$ cat src/rtl/spi_pkg.sv
`default_nettype none
// ============================================================================
//  Module      : spi_pkg
//  Description : Shared defaults and state encoding for the SPI slave shifter.
//  Revision    : 1.0 - initial release
// ============================================================================
package spi_pkg;

    localparam int DEF_WORD_WIDTH = 8;
    localparam logic [DEF_WORD_WIDTH-1:0] DEF_IDLE_WORD = {DEF_WORD_WIDTH{1'b1}};

    localparam logic [0:0] ST_IDLE   = 1'b0;
    localparam logic [0:0] ST_ACTIVE = 1'b1;

    typedef enum logic [0:0] {
        S_IDLE   = ST_IDLE,
        S_ACTIVE = ST_ACTIVE
    } state_t;

endpackage
`default_nettype wire

$ cat src/rtl/spi_edge_detect.sv
`default_nettype none
// ============================================================================
//  Module      : spi_edge_detect
//  Description : Registers previous sck/cs levels and flags their edges.
//  Revision    : 1.0 - initial release
// ============================================================================
module spi_edge_detect (
    input  logic clk,
    input  logic rst_n,
    input  logic sck_in,
    input  logic cs_in,
    output logic rise,
    output logic fall,
    output logic cs_fall,
    output logic cs_rise
);

    logic r_sck_prev;
    logic r_cs_prev;

    always_ff @(posedge clk) begin
        if (!rst_n) begin
            r_sck_prev <= 1'b0;
            r_cs_prev  <= 1'b1;
        end else begin
            r_sck_prev <= sck_in;
            r_cs_prev  <= cs_in;
        end
    end

    assign rise    =  sck_in & ~r_sck_prev;
    assign fall    = ~sck_in &  r_sck_prev;
    assign cs_fall = ~cs_in  &  r_cs_prev;
    assign cs_rise =  cs_in  & ~r_cs_prev;

endmodule
`default_nettype wire

$ cat src/rtl/spi_slave_shifter.sv
`default_nettype none
// ============================================================================
//  Module      : spi_slave_shifter
//  Description : Mode-0 SPI slave datapath: MOSI deserializer, MISO serializer
//                with a single-entry transmit holding register.
//  Revision    : 1.0 - initial release
// ============================================================================
module spi_slave_shifter
    import spi_pkg::*;
#(
    parameter int                    WORD_WIDTH = DEF_WORD_WIDTH,
    parameter logic [WORD_WIDTH-1:0] IDLE_WORD  = {WORD_WIDTH{1'b1}}
) (
    input  logic                  clk,
    input  logic                  rst_n,
    input  logic                  sck_in,
    input  logic                  sdi_in,
    input  logic                  cs_in,
    output logic                  sdo,
    output logic                  sdo_oe,
    output logic [WORD_WIDTH-1:0] rx_data,
    output logic                  rx_valid,
    input  logic [WORD_WIDTH-1:0] tx_data,
    input  logic                  tx_valid,
    output logic                  tx_ready,
    output logic                  tx_underrun,
    output logic                  frame_start,
    output logic                  frame_end
);

    localparam int              CW       = $clog2(WORD_WIDTH);
    localparam logic [CW-1:0]   LAST_BIT = CW'(WORD_WIDTH - 1);

    logic w_rise, w_fall, w_cs_fall, w_cs_rise;

    spi_edge_detect u_edge (
        .clk     (clk),
        .rst_n   (rst_n),
        .sck_in  (sck_in),
        .cs_in   (cs_in),
        .rise    (w_rise),
        .fall    (w_fall),
        .cs_fall (w_cs_fall),
        .cs_rise (w_cs_rise)
    );

    state_t                r_state;
    logic [CW-1:0]         r_bit_count;
    logic [WORD_WIDTH-2:0] r_rx_shift;
    logic [WORD_WIDTH-1:0] r_tx_shift;
    logic [WORD_WIDTH-1:0] r_hold_data;
    logic                  r_cs_armed;

    logic                  w_start;
    logic                  w_tx_edge;
    logic                  w_load;
    logic                  w_capture;
    logic [WORD_WIDTH-1:0] w_rx_next;

    // A frame may only start after cs has been seen high since reset, so a
    // reset taken mid-frame cannot turn the still-low cs into a new frame.
    assign w_start   = (r_state == S_IDLE) & w_cs_fall & r_cs_armed;
    assign w_tx_edge = (r_state == S_ACTIVE) & ~w_cs_rise & w_fall;
    assign w_load    = w_start | (w_tx_edge & (r_bit_count == '0));
    assign w_capture = tx_valid & tx_ready;
    assign w_rx_next = {r_rx_shift, sdi_in};

    assign sdo = r_tx_shift[WORD_WIDTH-1];

    always_ff @(posedge clk) begin
        if (!rst_n) begin
            r_state     <= S_IDLE;
            r_bit_count <= '0;
            r_rx_shift  <= '0;
            r_tx_shift  <= IDLE_WORD;
            r_hold_data <= '0;
            r_cs_armed  <= 1'b0;
            sdo_oe      <= 1'b0;
            rx_data     <= '0;
            rx_valid    <= 1'b0;
            tx_ready    <= 1'b1;
            tx_underrun <= 1'b0;
            frame_start <= 1'b0;
            frame_end   <= 1'b0;
        end else begin
            rx_valid    <= 1'b0;
            tx_underrun <= 1'b0;
            frame_start <= 1'b0;
            frame_end   <= 1'b0;

            if (cs_in) begin
                r_cs_armed <= 1'b1;
            end

            if (w_capture) begin
                r_hold_data <= tx_data;
                tx_ready    <= 1'b0;
            end

            // A load sees the pre-capture holding state; a same-cycle capture
            // is kept for the following boundary.
            if (w_load) begin
                if (!tx_ready) begin
                    r_tx_shift <= r_hold_data;
                    tx_ready   <= 1'b1;
                end else begin
                    r_tx_shift  <= IDLE_WORD;
                    tx_underrun <= 1'b1;
                end
            end else if (w_tx_edge) begin
                r_tx_shift <= {r_tx_shift[WORD_WIDTH-2:0], 1'b1};
            end

            case (r_state)
                S_IDLE: begin
                    if (w_start) begin
                        r_state     <= S_ACTIVE;
                        sdo_oe      <= 1'b1;
                        frame_start <= 1'b1;
                        r_bit_count <= '0;
                    end
                end
                S_ACTIVE: begin
                    if (w_cs_rise) begin
                        r_state     <= S_IDLE;
                        sdo_oe      <= 1'b0;
                        frame_end   <= 1'b1;
                        r_bit_count <= '0;
                    end else if (w_rise) begin
                        r_rx_shift <= w_rx_next[WORD_WIDTH-2:0];
                        if (r_bit_count == LAST_BIT) begin
                            rx_data     <= w_rx_next;
                            rx_valid    <= 1'b1;
                            r_bit_count <= '0;
                        end else begin
                            r_bit_count <= r_bit_count + CW'(1);
                        end
                    end
                end
                default: begin
                    r_state <= S_IDLE;
                end
            endcase
        end
    end

endmodule
`default_nettype wire
$ cat config.mk
export PLATFORM = sky130hd
export DESIGN_NAME = spi_slave_shifter
export DESIGN_NICKNAME = d
export VERILOG_FILES = /design/src/rtl/spi_pkg.sv /design/src/rtl/spi_edge_detect.sv /design/src/rtl/spi_slave_shifter.sv
export SDC_FILE = /design/constraint.sdc
export NUM_CORES = 1
export LEC_CHECK = 0
export BUFFER_PORTS_ARGS = -buffer_cell sky130_fd_sc_hd__buf_2
export CAP_MARGIN = 15
export CORE_MARGIN = 2
export CORE_UTILIZATION = 58
export CTS_CLUSTER_SIZE = 30
export DETAILED_ROUTE_END_ITERATION = 12
export PLACE_DENSITY = 0.89
export SLEW_MARGIN = 30
export SYNTH_ARGS = -nofsm -noshare
export SYNTH_HDL_FRONTEND = slang
export SYNTH_SLANG_ARGS = --single-unit
export TNS_END_PERCENT = 5
$ cat constraint.sdc
create_clock -name clk -period 2.9 [get_ports clk]
set_clock_uncertainty 0.15 [all_clocks]
set_input_delay 0.58 -clock clk [delete_from_list [all_inputs] [get_ports clk]]
set_output_delay 0.58 -clock clk [all_outputs]
set_load 0.1 [all_outputs]
==> impl_summary.log <==
INFO  metric worst_setup_path_start_kind = register
INFO  metric endpoint_kind = output port
INFO  metric async_reset_ff_share = 0%
INFO  metric synth-seq-cells = 44
INFO  metric drt-initial-drc-count = 40
INFO  metric worst-slew-pin-transition = 582 ps
INFO  metric detailedRoute.firstPassIterationCount = 4
INFO  metric status = complete, no violations
INFO  metric core-area = roughly 0.0028 mm2
INFO  metric routed-via-count = about 1400
INFO  metric via_count_of_the_first_global_routing_pass = 1289
INFO  metric criticalPathCategory = register to output port
INFO  metric synth_area_per_cell = 9.20 um2
INFO  metric net-switching-power = 302 uW
INFO  metric grt_remaining_overflow = 0
INFO  metric place.port_buffers = 28
INFO  metric crit_family = flip-flops
INFO  metric gp_routability_congestion = 0.757
INFO  metric holdBufCountCts = 0
INFO  metric timing.max_cap.violations = 0
INFO  metric fillers = 226
INFO  metric irDropWorstVdd = 0.000568 V
INFO  metric delay_of_the_slowest_cell_on_the_worst_path = 600 ps
INFO  metric synthesis.area = 0.00171 mm2
INFO  metric io_pins = 29
INFO  metric antenna-diode-count = 0
INFO  metric intPower = 846 uW
INFO  metric mostFrequentLayoutCells = sky130_fd_sc_hd__dfxtp_1, sky130_fd_sc_hd__buf_2, sky130_fd_sc_hd__nor2_1
INFO  metric number_of_antenna_violations_at_the_first_check_in_global_routing = 0
INFO  metric cts_buffers = 5
INFO  metric final-instance-count-excl-fill = 243
INFO  metric synth_cells = 186
INFO  metric ys_seq_area_share = between 50% and 60%
INFO  metric design.final.nets = 228
INFO  metric combinational_share_of_power = 10.3%
INFO  metric yosys_warning_total = 0
INFO  metric synthDistinctLibCells = 29
INFO  metric power.static_leakage = 0.923 nW
INFO  metric via_per_inst = 5.62
INFO  metric layout.cells.most_common = sky130_fd_sc_hd__dfxtp_1
INFO  metric maxClockFrequency = 0.457 GHz
INFO  metric hold_path_depth = 3
INFO  metric cp_num_buf_inv = 1
INFO  metric dp.final_hpwl = 2210 um
INFO  metric tritoncts = built
INFO  metric die_x = 58.3 um
INFO  metric timing.max_slew.rel_slack = 61.1%
INFO  metric finish.utilization = 69.4%
INFO  metric total_routed_wirelength = 3240 um
INFO  metric largest_net_degree_at_the_start_of_global_routing = 24
INFO  metric setup_viol = 0
INFO  metric start_util = 61.5%
INFO  metric pwr-share-seq = about 56%
INFO  metric dieArea = 0.00340 mm2
INFO  metric rows = 19
INFO  metric timing.final.hold_violations = 0
INFO  metric insertion_delay = 350 ps
INFO  metric post-route-period-util = 75.4%
INFO  metric slew_viol_final = 0
INFO  metric route.met2.wl = 1630 um
INFO  metric dpl.cell_count = 235
INFO  metric met3_length = 146 um
INFO  metric postCtsSetupRepairBufs = 0
INFO  metric routedLengthMet1 = 1410 um
INFO  metric crit_slowest_cell = sky130_fd_sc_hd__dfxtp_1
INFO  metric crit_cells = 1
INFO  metric cts.repair.resized = 0
INFO  metric fin_hold_ws = slightly above 300 ps
INFO  metric clk_pin_slew_worst_paths = ~130 ps
INFO  metric rsz_0062_raised_after_global_routing = false
INFO  metric flow.area_growth_from_synthesis = 12.7%
INFO  metric avgRoutedWirePerCell = between 10 and 15 um
INFO  metric critical_path_arrival = 1460 ps
INFO  metric critPathMaxFanout = 12
INFO  metric p_clk_share = 33.4%
INFO  metric drive_above_1_share = 19.3%
INFO  metric timing.hold.worst.class = primary input to register
INFO  metric clock_sink_count = 44
INFO  metric finalCriticalPeriod = ~2200 ps
INFO  metric swShare = 26.3%
INFO  metric drc_violations_left = 0
INFO  metric grt_usage = a little over a fifth
INFO  metric power.total = 1.15 mW
INFO  metric synth_enable_flop_cells = 0
INFO  metric worstPathCellList = buf_2
INFO  metric register_to_register_path_depth = 4
INFO  metric clk_path_buf_depth = 2
INFO  metric global_route_wire_length_before_repair = 5500 um
INFO  metric h-tree-depth = 2
INFO  metric yosys_most_used_dff = sky130_fd_sc_hd__dfxtp_1
INFO  metric multi_input_comb_area = 756 um2
INFO  metric cts-root-buf = sky130_fd_sc_hd__clkbuf_4
INFO  metric top_signal_layer_used = met4
INFO  metric fin_setup_tns = 0 ps
INFO  metric layout.area.seq = 881 um2
INFO  metric worstPathRequired = between 2000 and 2500 ps
INFO  metric p_per_area = roughly 590 mW/mm2
INFO  metric die_height = about 58 um
INFO  metric syn_nets = 203
INFO  metric ant_nets = 0
-- Yosys cell counts (5+ instances only) --
cell,count,area share [%]
sky130_fd_sc_hd__o221ai_1,7,3.6
sky130_fd_sc_hd__inv_1,6,1.3
sky130_fd_sc_hd__mux2i_1,15,8.8
sky130_fd_sc_hd__dfxtp_1,44,51
sky130_fd_sc_hd__nand2_1,20,4.4
sky130_fd_sc_hd__nand3_1,19,5.6
sky130_fd_sc_hd__nor2_1,22,4.8
sky130_fd_sc_hd__clkbuf_1,5,1.1
sky130_fd_sc_hd__a21oi_1,14,4.1
-- cell families (layout without fill, tap and decap cells) --
group | after synthesis | in the layout | share of synthesized area (%)
AOI/OAI and AO/OA | 30 | 30 | 11.3
adders and majority gates | 3 | 3 | 2.19
buffers and inverters | 17 | 43 | 4.39
DFF | 44 | 44 | 51.5
muxes | 15 | 15 | 8.77
and+or+nand+nor | 77 | 77 | 21.9
-- per-layer routing --
layer / vias up / global-route usage (%)
li1: 701 / -
met1: 623 / 25.4
met2: 35 / 35.5
met3: 7 / 4.84
met4: 0 / 8.97
met5: - / 0
-- metrics by stage --
| step | instance area, um2 | setup WS, ps |
|---|---|---|
| finish | 1930 | 713 |
| global route | 1930 | 628 |
| CTS | 1930 | 721 |
| detailed placement | 1850 | 826 |
| global placement | 1850 | 877 |
| floorplan | 1710 | 987 |
-- state kept, by name (all words and copies together) (netlist names), 3 cells and up --
name / cells
rx_data: 8
r_tx_shift: 8
r_bit_count: 3
r_hold_data: 8
r_rx_shift: 7
-- area by class of cell --
type                    count  area share [%]
clock buffers               5            1.95
multi-input cells         125            39.2
inverters                   6            1.17
repair buffers             29            7.65
clock inverters             3            2.40
flip-flops and latches     44            45.7
well taps                  31            2.01
-- power groups by stage --
stage	Clock, mW	Combinational [mW]	Sequential, mW
floorplan	0	0.0681	0.681
global placement	0	0.116	0.658
detailed placement	0	0.118	0.659
CTS	0.391	0.118	0.646
global route	0.417	0.130	0.650
finish	0.383	0.118	0.646
-- path summary, 6_finish.rpt --
kind                    startpoint             end  slack, ps
setup / recovery          tx_ready        tx_ready        710
hold / removal          tx_data[4]  r_hold_data[4]        310
setup reg to reg  u_edge.r_cs_prev      rx_data[1]       1040
hold reg to reg     r_hold_data[4]  r_hold_data[4]        320
Note: power is estimated with default switching activity, not from simulation.
